<file path="src/rtl/mem_arbiter_if.sv">
// Core/memory-side signal bundle for mem_arbiter; slave = arbiter view, master = core + memory view.
interface mem_arbiter_if #(
  parameter int unsigned AW = 32,
  parameter int unsigned DW = 32
);
  logic          i_req;
  logic [AW-1:0] i_addr;
  logic          i_gnt;
  logic          i_rvalid;
  logic [DW-1:0] i_rdata;
  logic          d_req;
  logic          d_we;
  logic [AW-1:0] d_addr;
  logic [DW-1:0] d_wdata;
  logic          d_gnt;
  logic          d_rvalid;
  logic [DW-1:0] d_rdata;
  logic          m_en;
  logic          m_we;
  logic [AW-1:0] m_addr;
  logic [DW-1:0] m_wdata;
  logic [DW-1:0] m_rdata;

  modport slave (
    input  i_req, i_addr, d_req, d_we, d_addr, d_wdata, m_rdata,
    output i_gnt, i_rvalid, i_rdata, d_gnt, d_rvalid, d_rdata,
           m_en, m_we, m_addr, m_wdata
  );

  modport master (
    output i_req, i_addr, d_req, d_we, d_addr, d_wdata, m_rdata,
    input  i_gnt, i_rvalid, i_rdata, d_gnt, d_rvalid, d_rdata,
           m_en, m_we, m_addr, m_wdata
  );
endinterface

</file>
<file path="src/rtl/mem_arbiter.sv">
// Shares one single-port memory between fetch (i_*) and load/store (d_*) ports, one access in flight.
// Define MEM_ARBITER_RR_EN for round-robin arbitration instead of d-priority with anti-starvation.
module mem_arbiter #(
  parameter int unsigned AW         = 32,
  parameter int unsigned DW         = 32,
  parameter int unsigned MEM_LAT    = 2,
  parameter int unsigned STARVE_MAX = 4
) (
  input  logic         clk,
  input  logic         reset,
  mem_arbiter_if.slave bus
);
  localparam logic [1:0] S_IDLE  = 2'd0;
  localparam logic [1:0] S_ISSUE = 2'd1;
  localparam logic [1:0] S_WAIT  = 2'd2;
  localparam logic [1:0] S_RESP  = 2'd3;
  localparam logic [2:0] LAT     = 3'(MEM_LAT);

  logic [1:0]    state_q, state_d;
  logic          win_i_q, win_i_d;
  logic [2:0]    wait_q, wait_d;
  logic          i_gnt_q, i_gnt_d, d_gnt_q, d_gnt_d;
  logic          m_en_q, m_en_d, m_we_q, m_we_d;
  logic [AW-1:0] m_addr_q, m_addr_d;
  logic [DW-1:0] m_wdata_q, m_wdata_d;
  logic          i_rvalid_q, i_rvalid_d, d_rvalid_q, d_rvalid_d;
  logic [DW-1:0] i_rdata_q, i_rdata_d, d_rdata_q, d_rdata_d;
  logic          pick_i, take_i, take_d;

`ifdef MEM_ARBITER_RR_EN
  logic last_i_q, last_i_d;

  always_comb begin
    pick_i = ~last_i_q;
  end

  always_comb begin
    last_i_d = last_i_q;
    if (take_i)      last_i_d = 1'b1;
    else if (take_d) last_i_d = 1'b0;
  end

  always_ff @(posedge clk) begin
    if (!reset) last_i_q <= 1'b1;
    else        last_i_q <= last_i_d;
  end
`else
  localparam logic [3:0] STARVE_LIM = 4'(STARVE_MAX);
  logic [3:0] starve_q, starve_d;

  always_comb begin
    pick_i = (starve_q == STARVE_LIM);
  end

  always_comb begin
    starve_d = starve_q;
    if (!bus.i_req || take_i)                   starve_d = '0;
    else if (take_d && starve_q != STARVE_LIM)  starve_d = starve_q + 4'd1;
  end

  always_ff @(posedge clk) begin
    if (!reset) starve_q <= '0;
    else        starve_q <= starve_d;
  end
`endif

  always_comb begin
    take_i = 1'b0;
    take_d = 1'b0;
    if (state_q == S_IDLE) begin
      if (bus.i_req && bus.d_req) begin
        take_i = pick_i;
        take_d = ~pick_i;
      end else begin
        take_i = bus.i_req;
        take_d = bus.d_req;
      end
    end
  end

  // Outputs are registered: the IDLE decision loads the ISSUE-cycle values directly,
  // so m_addr/m_wdata naturally hold between transactions.
  always_comb begin
    state_d    = state_q;
    win_i_d    = win_i_q;
    wait_d     = wait_q;
    i_gnt_d    = 1'b0;
    d_gnt_d    = 1'b0;
    m_en_d     = 1'b0;
    m_we_d     = 1'b0;
    m_addr_d   = m_addr_q;
    m_wdata_d  = m_wdata_q;
    i_rvalid_d = 1'b0;
    d_rvalid_d = 1'b0;
    i_rdata_d  = i_rdata_q;
    d_rdata_d  = d_rdata_q;
    case (state_q)
      S_IDLE: begin
        if (take_i || take_d) begin
          state_d  = S_ISSUE;
          win_i_d  = take_i;
          m_en_d   = 1'b1;
          m_we_d   = take_d && bus.d_we;
          i_gnt_d  = take_i;
          d_gnt_d  = take_d;
          m_addr_d = take_i ? bus.i_addr : bus.d_addr;
          if (take_d) m_wdata_d = bus.d_wdata;
        end
      end
      S_ISSUE: begin
        if (m_we_q) begin
          state_d = S_IDLE;
        end else begin
          wait_d  = LAT;
          state_d = S_WAIT;
        end
      end
      S_WAIT: begin
        if (wait_q == 3'd1) begin
          state_d = S_RESP;
          if (win_i_q) begin
            i_rdata_d  = bus.m_rdata;
            i_rvalid_d = 1'b1;
          end else begin
            d_rdata_d  = bus.m_rdata;
            d_rvalid_d = 1'b1;
          end
        end else begin
          wait_d = wait_q - 3'd1;
        end
      end
      default: state_d = S_IDLE;
    endcase
  end

  always_ff @(posedge clk) begin
    if (!reset) begin
      state_q    <= S_IDLE;
      win_i_q    <= 1'b0;
      wait_q     <= '0;
      i_gnt_q    <= 1'b0;
      d_gnt_q    <= 1'b0;
      m_en_q     <= 1'b0;
      m_we_q     <= 1'b0;
      m_addr_q   <= '0;
      m_wdata_q  <= '0;
      i_rvalid_q <= 1'b0;
      d_rvalid_q <= 1'b0;
      i_rdata_q  <= '0;
      d_rdata_q  <= '0;
    end else begin
      state_q    <= state_d;
      win_i_q    <= win_i_d;
      wait_q     <= wait_d;
      i_gnt_q    <= i_gnt_d;
      d_gnt_q    <= d_gnt_d;
      m_en_q     <= m_en_d;
      m_we_q     <= m_we_d;
      m_addr_q   <= m_addr_d;
      m_wdata_q  <= m_wdata_d;
      i_rvalid_q <= i_rvalid_d;
      d_rvalid_q <= d_rvalid_d;
      i_rdata_q  <= i_rdata_d;
      d_rdata_q  <= d_rdata_d;
    end
  end

  always_comb begin
    bus.i_gnt    = i_gnt_q;
    bus.d_gnt    = d_gnt_q;
    bus.m_en     = m_en_q;
    bus.m_we     = m_we_q;
    bus.m_addr   = m_addr_q;
    bus.m_wdata  = m_wdata_q;
    bus.i_rvalid = i_rvalid_q;
    bus.d_rvalid = d_rvalid_q;
    bus.i_rdata  = i_rdata_q;
    bus.d_rdata  = d_rdata_q;
  end
endmodule
</file>
<file path="src/flat_wrapper.sv">
// flat-port wrapper written by rule: the top's interface ports become plain ports
module mem_arbiter_flat 
#(
  parameter int unsigned AW         = 32,
  parameter int unsigned DW         = 32,
  parameter int unsigned MEM_LAT    = 2,
  parameter int unsigned STARVE_MAX = 4
)
  (clk, reset, bus_i_req, bus_i_addr, bus_d_req, bus_d_we, bus_d_addr, bus_d_wdata, bus_m_rdata, bus_i_gnt, bus_i_rvalid, bus_i_rdata, bus_d_gnt, bus_d_rvalid, bus_d_rdata, bus_m_en, bus_m_we, bus_m_addr, bus_m_wdata);
  mem_arbiter_if #(.AW(AW), .DW(DW)) bus_i ();
  input  logic clk;
  input  logic reset;
  input wire logic [$bits(bus_i.i_req)-1:0] bus_i_req;
  input wire logic [$bits(bus_i.i_addr)-1:0] bus_i_addr;
  input wire logic [$bits(bus_i.d_req)-1:0] bus_d_req;
  input wire logic [$bits(bus_i.d_we)-1:0] bus_d_we;
  input wire logic [$bits(bus_i.d_addr)-1:0] bus_d_addr;
  input wire logic [$bits(bus_i.d_wdata)-1:0] bus_d_wdata;
  input wire logic [$bits(bus_i.m_rdata)-1:0] bus_m_rdata;
  output wire logic [$bits(bus_i.i_gnt)-1:0] bus_i_gnt;
  output wire logic [$bits(bus_i.i_rvalid)-1:0] bus_i_rvalid;
  output wire logic [$bits(bus_i.i_rdata)-1:0] bus_i_rdata;
  output wire logic [$bits(bus_i.d_gnt)-1:0] bus_d_gnt;
  output wire logic [$bits(bus_i.d_rvalid)-1:0] bus_d_rvalid;
  output wire logic [$bits(bus_i.d_rdata)-1:0] bus_d_rdata;
  output wire logic [$bits(bus_i.m_en)-1:0] bus_m_en;
  output wire logic [$bits(bus_i.m_we)-1:0] bus_m_we;
  output wire logic [$bits(bus_i.m_addr)-1:0] bus_m_addr;
  output wire logic [$bits(bus_i.m_wdata)-1:0] bus_m_wdata;
  assign bus_i.i_req = bus_i_req;
  assign bus_i.i_addr = bus_i_addr;
  assign bus_i.d_req = bus_d_req;
  assign bus_i.d_we = bus_d_we;
  assign bus_i.d_addr = bus_d_addr;
  assign bus_i.d_wdata = bus_d_wdata;
  assign bus_i.m_rdata = bus_m_rdata;
  assign bus_i_gnt = bus_i.i_gnt;
  assign bus_i_rvalid = bus_i.i_rvalid;
  assign bus_i_rdata = bus_i.i_rdata;
  assign bus_d_gnt = bus_i.d_gnt;
  assign bus_d_rvalid = bus_i.d_rvalid;
  assign bus_d_rdata = bus_i.d_rdata;
  assign bus_m_en = bus_i.m_en;
  assign bus_m_we = bus_i.m_we;
  assign bus_m_addr = bus_i.m_addr;
  assign bus_m_wdata = bus_i.m_wdata;
  mem_arbiter #(.AW(AW), .DW(DW), .MEM_LAT(MEM_LAT), .STARVE_MAX(STARVE_MAX)) u_core (.clk(clk), .reset(reset), .bus(bus_i));
endmodule
</file>
<file path="config.mk">
export PLATFORM = sky130hd
export DESIGN_NAME = mem_arbiter_flat
export DESIGN_NICKNAME = d
export VERILOG_FILES = /design/src/rtl/mem_arbiter_if.sv /design/src/rtl/mem_arbiter.sv /design/src/flat_wrapper.sv
export SDC_FILE = /design/constraint.sdc
export NUM_CORES = 1
export LEC_CHECK = 0
export ABC_AREA = 0
export ABC_CLOCK_PERIOD_IN_PS = 2150
export CORE_MARGIN = 5
export CORE_UTILIZATION = 41
export CTS_CLUSTER_DIAMETER = 100
export DETAILED_ROUTE_END_ITERATION = 8
export PLACE_DENSITY = 0.81
export REMOVE_ABC_BUFFERS = 1
export SETUP_SLACK_MARGIN = 0.05
export SYNTH_ARGS = -nofsm -noshare
export SYNTH_HDL_FRONTEND = slang
export SYNTH_SLANG_ARGS = --single-unit
</file>
<file path="constraint.sdc">
create_clock -name clk -period 2.15 [get_ports clk]
set_input_delay 0.43 -clock clk [delete_from_list [all_inputs] [get_ports clk]]
set_output_delay 0.43 -clock clk [all_outputs]
set_load 0.02 [all_outputs]
</file>
==> results of run 1 <==
[cell type report]
type | count | area (um^2)
fillers | 1078 | 4230
repair buffers | 284 | 2910
flip-flops and latches | 144 | 2880
multi-input cells | 480 | 2460
clock buffers | 21 | 460
well taps | 176 | 220
clock inverters | 11 | 154
inverters | 9 | 33.8
[cell families after synthesis]
| family | Yosys count | share of synthesized area, % |
|---|---|---|
| buffers and inverters | 72 | 5.48 |
| flip-flops | 144 | 51.2 |
| AO/OA/AOI/OAI | 184 | 19.4 |
| AND/OR/NAND/NOR | 289 | 22.4 |
| adder cells (fa/ha/maj) | 7 | 1.55 |
[flip-flops by register name, summed over array words and instances, names as in the netlist]
register,flops
u_core.win_i_q,1
u_core.starve_q,4
u_core.wait_q,3
u_core.bus.i_rvalid,1
u_core.bus.i_rdata,32
u_core.state_q,2
u_core.bus.m_we,1
u_core.bus.d_rdata,32
u_core.bus.m_addr,32
u_core.bus.d_gnt,1
u_core.bus.m_wdata,32
u_core.bus.m_en,1
u_core.bus.d_rvalid,1
u_core.bus.i_gnt,1
[routing by layer]
metal,vias up,share of wire (%)
li1,2884,-
met1,2708,41
met2,211,48
met3,27,8.7
met4,0,2.1
met5,-,0
[synth_stat cells (3+ instances only)]
cell,count,area share [%]
inv_1,9,0.60
nand3_1,67,6.0
buf_2,25,2.2
a21oi_1,102,9.1
ha_1,7,1.6
and2_1,3,0.33
o21ai_1,6,0.53
nand2_1,195,13
clkbuf_1,37,2.5
nor2_1,4,0.27
dfxtp_1,144,51
o221ai_1,32,5.0
o21ai_0,31,2.8
[report_power, final]
part	internal (W)	switching (W)
clock	0.00190	0.00114
sequential	0.00300	0.000169
combinational	0.00116	0.00134
[through the flow]
stage / instance area, um^2 / hold slack (ns)
2_1_floorplan: 5360 / 0.485
3_3_place_gp: 8500 / 0.441
3_5_place_dp: 8500 / 0.445
4_1_cts: 9120 / 0.455
5_1_grt: 9120 / 0.470
6_report: 9120 / 0.453
[how the worst max path moves through the flow]
stage / end / slack [ns] / depth (start not counted)
2_1_floorplan: u_core.bus.d_rdata[0] / -1.30 / 5
5_1_grt: bus_m_we / 0.24 / 1
3_5_place_dp: u_core.bus.m_wdata[21] / 0.23 / 5
6_report: bus_m_we / 0.31 / 1
3_3_place_gp: u_core.bus.m_wdata[29] / 0.28 / 5
4_1_cts: bus_m_we / 0.28 / 1
==> impl_metrics.json, run 1 <==
{
  "use_met3_pct": 7.39,
  "globalRouteMet1Util_pct": 24.3,
  "rr_endpoint": "u_core.wait_q[2]",
  "rsz0062_at_grt": "false",
  "ys_warn_count": 0,
  "hold_violations": 0,
  "dp_hpwl_um": 12100,
  "port-buffer-count": 266,
  "syn_area_um2": 5640,
  "synth_ff_type": "dfxtp_1",
  "holdCritStartpoint": "u_core.bus.i_rdata[30]",
  "antenna_cells": 0,
  "cts_resized": 0,
  "overflow": 0,
  "mostFrequentLayoutCells": "265 x clkdlybuf4s50_1, 195 x nand2_1, 144 x dfxtp_1",
  "async_flop_share_pct": 0,
  "dp.cells": 1093,
  "die_y_um": 127,
  "ys_seq_elements": 144,
  "status": "finished, final reports clean",
  "rows": 42,
  "yosysSeqAreaShare_pct": 51.2,
  "use_met2_pct": 36.5,
  "slew_headroom_pct": 58.1,
  "via_per_inst": 5.18,
  "worst-r2r-cell-count": 5,
  "worst_clock_skew_ns": 0.00919,
  "gp_congestion": 0.787,
  "cts_made_buffers": 17,
  "hold_buffers": 0,
  "min_to": "u_core.bus.i_rdata[30]",
  "critPathMaxStageDelay_ns": 0.66,
  "synthCells": 696,
  "chipWidth_um": 127,
  "hold_class": "register to register",
  "cellLeakagePower_nw": 3.24,
  "startpoint": "u_core.bus.m_we",
  "reg2reg_from": "u_core.state_q[0]",
  "cp_data_arrival_time_ns": 1.41,
  "clock_latency_ns": 0.42,
  "crit_buf_inv": 1,
  "crit_type": "register to output pin",
  "r2r_setup_slack_ns": 0.43,
  "finalWirelength_um": 17600,
  "finalPower_w": 0.00872,
  "cp_slowest_cell": "clkdlybuf4s50_1",
  "cts_tree": "built",
  "finalSetupViolations": 0,
  "cp_top_family": "buffers and inverters",
  "routed-via-count": 5830,
  "postCtsSetupBuffers": 0,
  "grt_pass1_wl_um": 27800,
  "tightest_slew_ns": 0.623,
  "period_share_pct": 85.8,
  "drc": 0,
  "timing.fmax_mhz": 542,
  "max_cap_viol_count": 0,
  "initial_core_util_pct": 42.2,
  "start_kind": "register",
  "synth_edf_count": 0,
  "synth.distinct_cells": 38,
  "drt-wirelength-per-cell_um": 15.6,
  "final_util_pct": 68.3,
  "path_max_fanout": 3,
  "syn_avg_cell_area_um2": 8.10,
  "grt_pass1_vias": 5556,
  "drive_above_1_share_pct": 5.90,
  "die-area_um2": 16200,
  "place_ws_ns": 0.226,
  "drt_iter0_drc": 384,
  "worst_ep_required_time_ns": 1.72,
  "dr.pass1.iters": 4,
  "path_cells": "clkdlybuf4s50_1",
  "final_nets": 1076,
  "end_kind": "output pin",
  "power.density_nw_per_um2": 956,
  "fin_ws_ns": 0.306,
  "ir_drop_uv": 533,
  "busiest_layer": "met2",
  "h-tree-depth": 4,
  "grt_usage_pct": 21.2,
  "post-route-min-period_ns": 1.84,
  "clock_path_buffers": 2,
  "hold_path_depth": 2,
  "drtAntennaViolNets": 0,
  "core_area_um2": 13300,
  "synthToLayoutAreaGrowth_pct": 61.8,
  "cts.sinks": 144,
  "antenna_found_initial": 0,
  "grt_max_degree": 101,
  "setup-tns-final_ns": 0,
  "drv_slew": 0,
  "final_common_cell": "clkdlybuf4s50_1",
  "clkTransAtPathRegs_ns": 0.06,
  "cts-root-buf": "clkbuf_16",
  "final_cells": 1125,
  "ios": 267
}
Power figures use the tool's default switching activity.
==> run 2, diff against run 1 <==
--- a/config.mk
+++ b/config.mk
@@ -14,6 +14,7 @@
 export PLACE_DENSITY = 0.81
 export REMOVE_ABC_BUFFERS = 1
 export SETUP_SLACK_MARGIN = 0.05
+export SLEW_MARGIN = 5
 export SYNTH_ARGS = -nofsm -noshare
 export SYNTH_HDL_FRONTEND = slang
 export SYNTH_SLANG_ARGS = --single-unit
==> results of run 2 <==
The final DEF is identical to that of run 1; final timing and power are the same.
==> run 3, diff against run 2 <==
==> constraint.sdc (replaced) <==
create_clock -name clk -period 2.15 [get_ports clk]
set_input_delay 0.215 -clock clk [delete_from_list [all_inputs] [get_ports clk]]
set_output_delay 0.215 -clock clk [all_outputs]
set_load 0.02 [all_outputs]
==> run 3 against run 2 <==
Compared with the run above:
- combinational power is 3% lower
- sequential power hardly changed
- flip-flop and latch count stayed put
- final cell count is 0.44% lower
- first-iteration DRC count is 7.8% lower
- core utilization hardly changed
- critical path depth is 5 higher
- critical endpoint is now u_core.bus.d_rdata[10]
- largest cell class is now sequential cells
- largest power group is now clock
- highest routed layer unchanged
==> impl_metrics.json, run 3 (synthesis gave the netlist of run 1 again) <==
{
  "post-route-min-period_ns": 1.77,
  "worst_clock_skew_ns": 0.00737,
  "hold_violations": 0,
  "reg2reg_from": "u_core.state_q[0]",
  "h-tree-depth": 4,
  "postCtsSetupBuffers": 0,
  "drive_above_1_share_pct": 5.51,
  "hold_slack_ns": 0.337,
  "dr.pass1.iters": 5,
  "period_share_pct": 82.2,
  "cts-root-buf": "clkbuf_16",
  "antenna_cells": 0,
  "mostFrequentLayoutCells": "265 x clkdlybuf4s50_1, 195 x nand2_1, 144 x dfxtp_1",
  "grt_usage_pct": 21.1,
  "grt_pass1_wl_um": 27700,
  "antenna_found_initial": 0,
  "drv_slew": 0,
  "drt_iter0_drc": 354,
  "status": "finished, final reports clean",
  "cp_data_arrival_time_ns": 2.11,
  "cts_tree": "built",
  "ir_drop_uv": 575,
  "drt-wirelength-per-cell_um": 15.8,
  "chipWidth_um": 127,
  "final_cells": 1120,
  "place_ws_ns": 0.387,
  "power.density_nw_per_um2": 978,
  "rsz0062_at_grt": "false",
  "final_common_cell": "clkdlybuf4s50_1",
  "dp_hpwl_um": 12200,
  "nFillCells": 1092,
  "timing.fmax_mhz": 566,
  "cts_made_buffers": 17,
  "overflow": 0,
  "dp.cells": 1089,
  "grt_pass1_vias": 5519,
  "clock_path_buffers": 2,
  "r2r_setup_slack_ns": 0.38,
  "rr_endpoint": "u_core.bus.d_rdata[10]",
  "clock_latency_ns": 0.41,
  "cellLeakagePower_nw": 3.23,
  "slew_headroom_pct": 62.4,
  "crit_type": "register to register",
  "fin_ws_ns": 0.383,
  "worst_ep_required_time_ns": 2.49,
  "min_to": "u_core.bus.m_wdata[27]",
  "path_max_fanout": 32,
  "final_util_pct": 68.3,
  "worst-r2r-cell-count": 6,
  "via_per_inst": 5.19,
  "cts_resized": 0,
  "core_area_um2": 13300,
  "hold_class": "input port to register",
  "end_kind": "register",
  "drtAntennaViolNets": 0,
  "synthToLayoutAreaGrowth_pct": 61.7,
  "grt_max_degree": 101,
  "die-area_um2": 16200,
  "initial_core_util_pct": 42.2,
  "gp_congestion": 0.806,
  "final_nets": 1072,
  "cts.sinks": 144,
  "routed-via-count": 5812,
  "die_y_um": 127,
  "finalWirelength_um": 17700,
  "hold_buffers": 0,
  "multi_input_area_um2": 2460,
  "clkTransAtPathRegs_ns": 0.06,
  "finalSetupViolations": 0,
  "start_kind": "register",
  "drc": 0,
  "seqCellArea_um2": 2880,
  "max_cap_viol_count": 0,
  "rows": 42,
  "tightest_slew_ns": 0.559,
  "holdCritStartpoint": "reset",
  "hold_path_depth": 3,
  "port-buffer-count": 266,
  "ios": 267
}
==> run 3: critical path: stages, from the launching register on <==
cell      delay (ns)
dfxtp_1         0.33
inv_1           0.10
ha_1            0.40
nor4bb_4        0.41
buf_12          0.23
nand2_1         0.08
a21oi_1         0.13
==> run 3: per-layer routing <==
metal  vias to the layer above  GRT usage (%)  wire length (um)  share of wire, %
met4                         0           8.64               494               2.8
li1                       2872              -                 -                 -
met3                        33           6.68              1570               8.9
met2                       234           35.1              8530                48
met5                         -              0                 0                 0
met1                      2673           25.2              7080                40
==> run 3: how the worst max path moves through the flow <==
stage	endpoint	slack (ns)	startpoint
floorplan	u_core.bus.d_rdata[0]	-1.30	u_core.state_q[0]
global placement	u_core.bus.d_rdata[4]	0.48	u_core.state_q[0]
detailed placement	u_core.bus.d_rdata[8]	0.39	u_core.state_q[0]
CTS	u_core.bus.d_rdata[20]	0.38	u_core.state_q[0]
global route	u_core.bus.d_rdata[15]	0.23	u_core.state_q[0]
finish	u_core.bus.d_rdata[10]	0.38	u_core.state_q[0]
==> run 3: final cells by class <==
type | count | area share [%]
flip-flops and latches | 144 | 31.6
repair buffers | 280 | 31.3
multi-input cells | 480 | 27.0
clock buffers | 18 | 4.71
clock inverters | 13 | 2.59
well taps | 176 | 2.42
inverters | 9 | 0.371
==> run 3: power by group <==
part	total [W]	internal (W)	switching (W)
Sequential	0.00317	0.00300	0.000170
Clock	0.00330	0.00218	0.00112
Combinational	0.00244	0.00110	0.00133
Total	0.00891	0.00629	0.00263
==> run 3: stage by stage <==
| step | setup TNS, ns | total power, W | area [um^2] |
|---|---|---|---|
| 3_3_place_gp | 0 | 0.00563 | 8450 |
| 6_report | 0 | 0.00891 | 9110 |
| 4_1_cts | 0 | 0.00899 | 9110 |
| 5_1_grt | 0 | 0.00933 | 9110 |
| 3_5_place_dp | 0 | 0.00567 | 8450 |
| 2_1_floorplan | -53.94 | 0.00439 | 5360 |
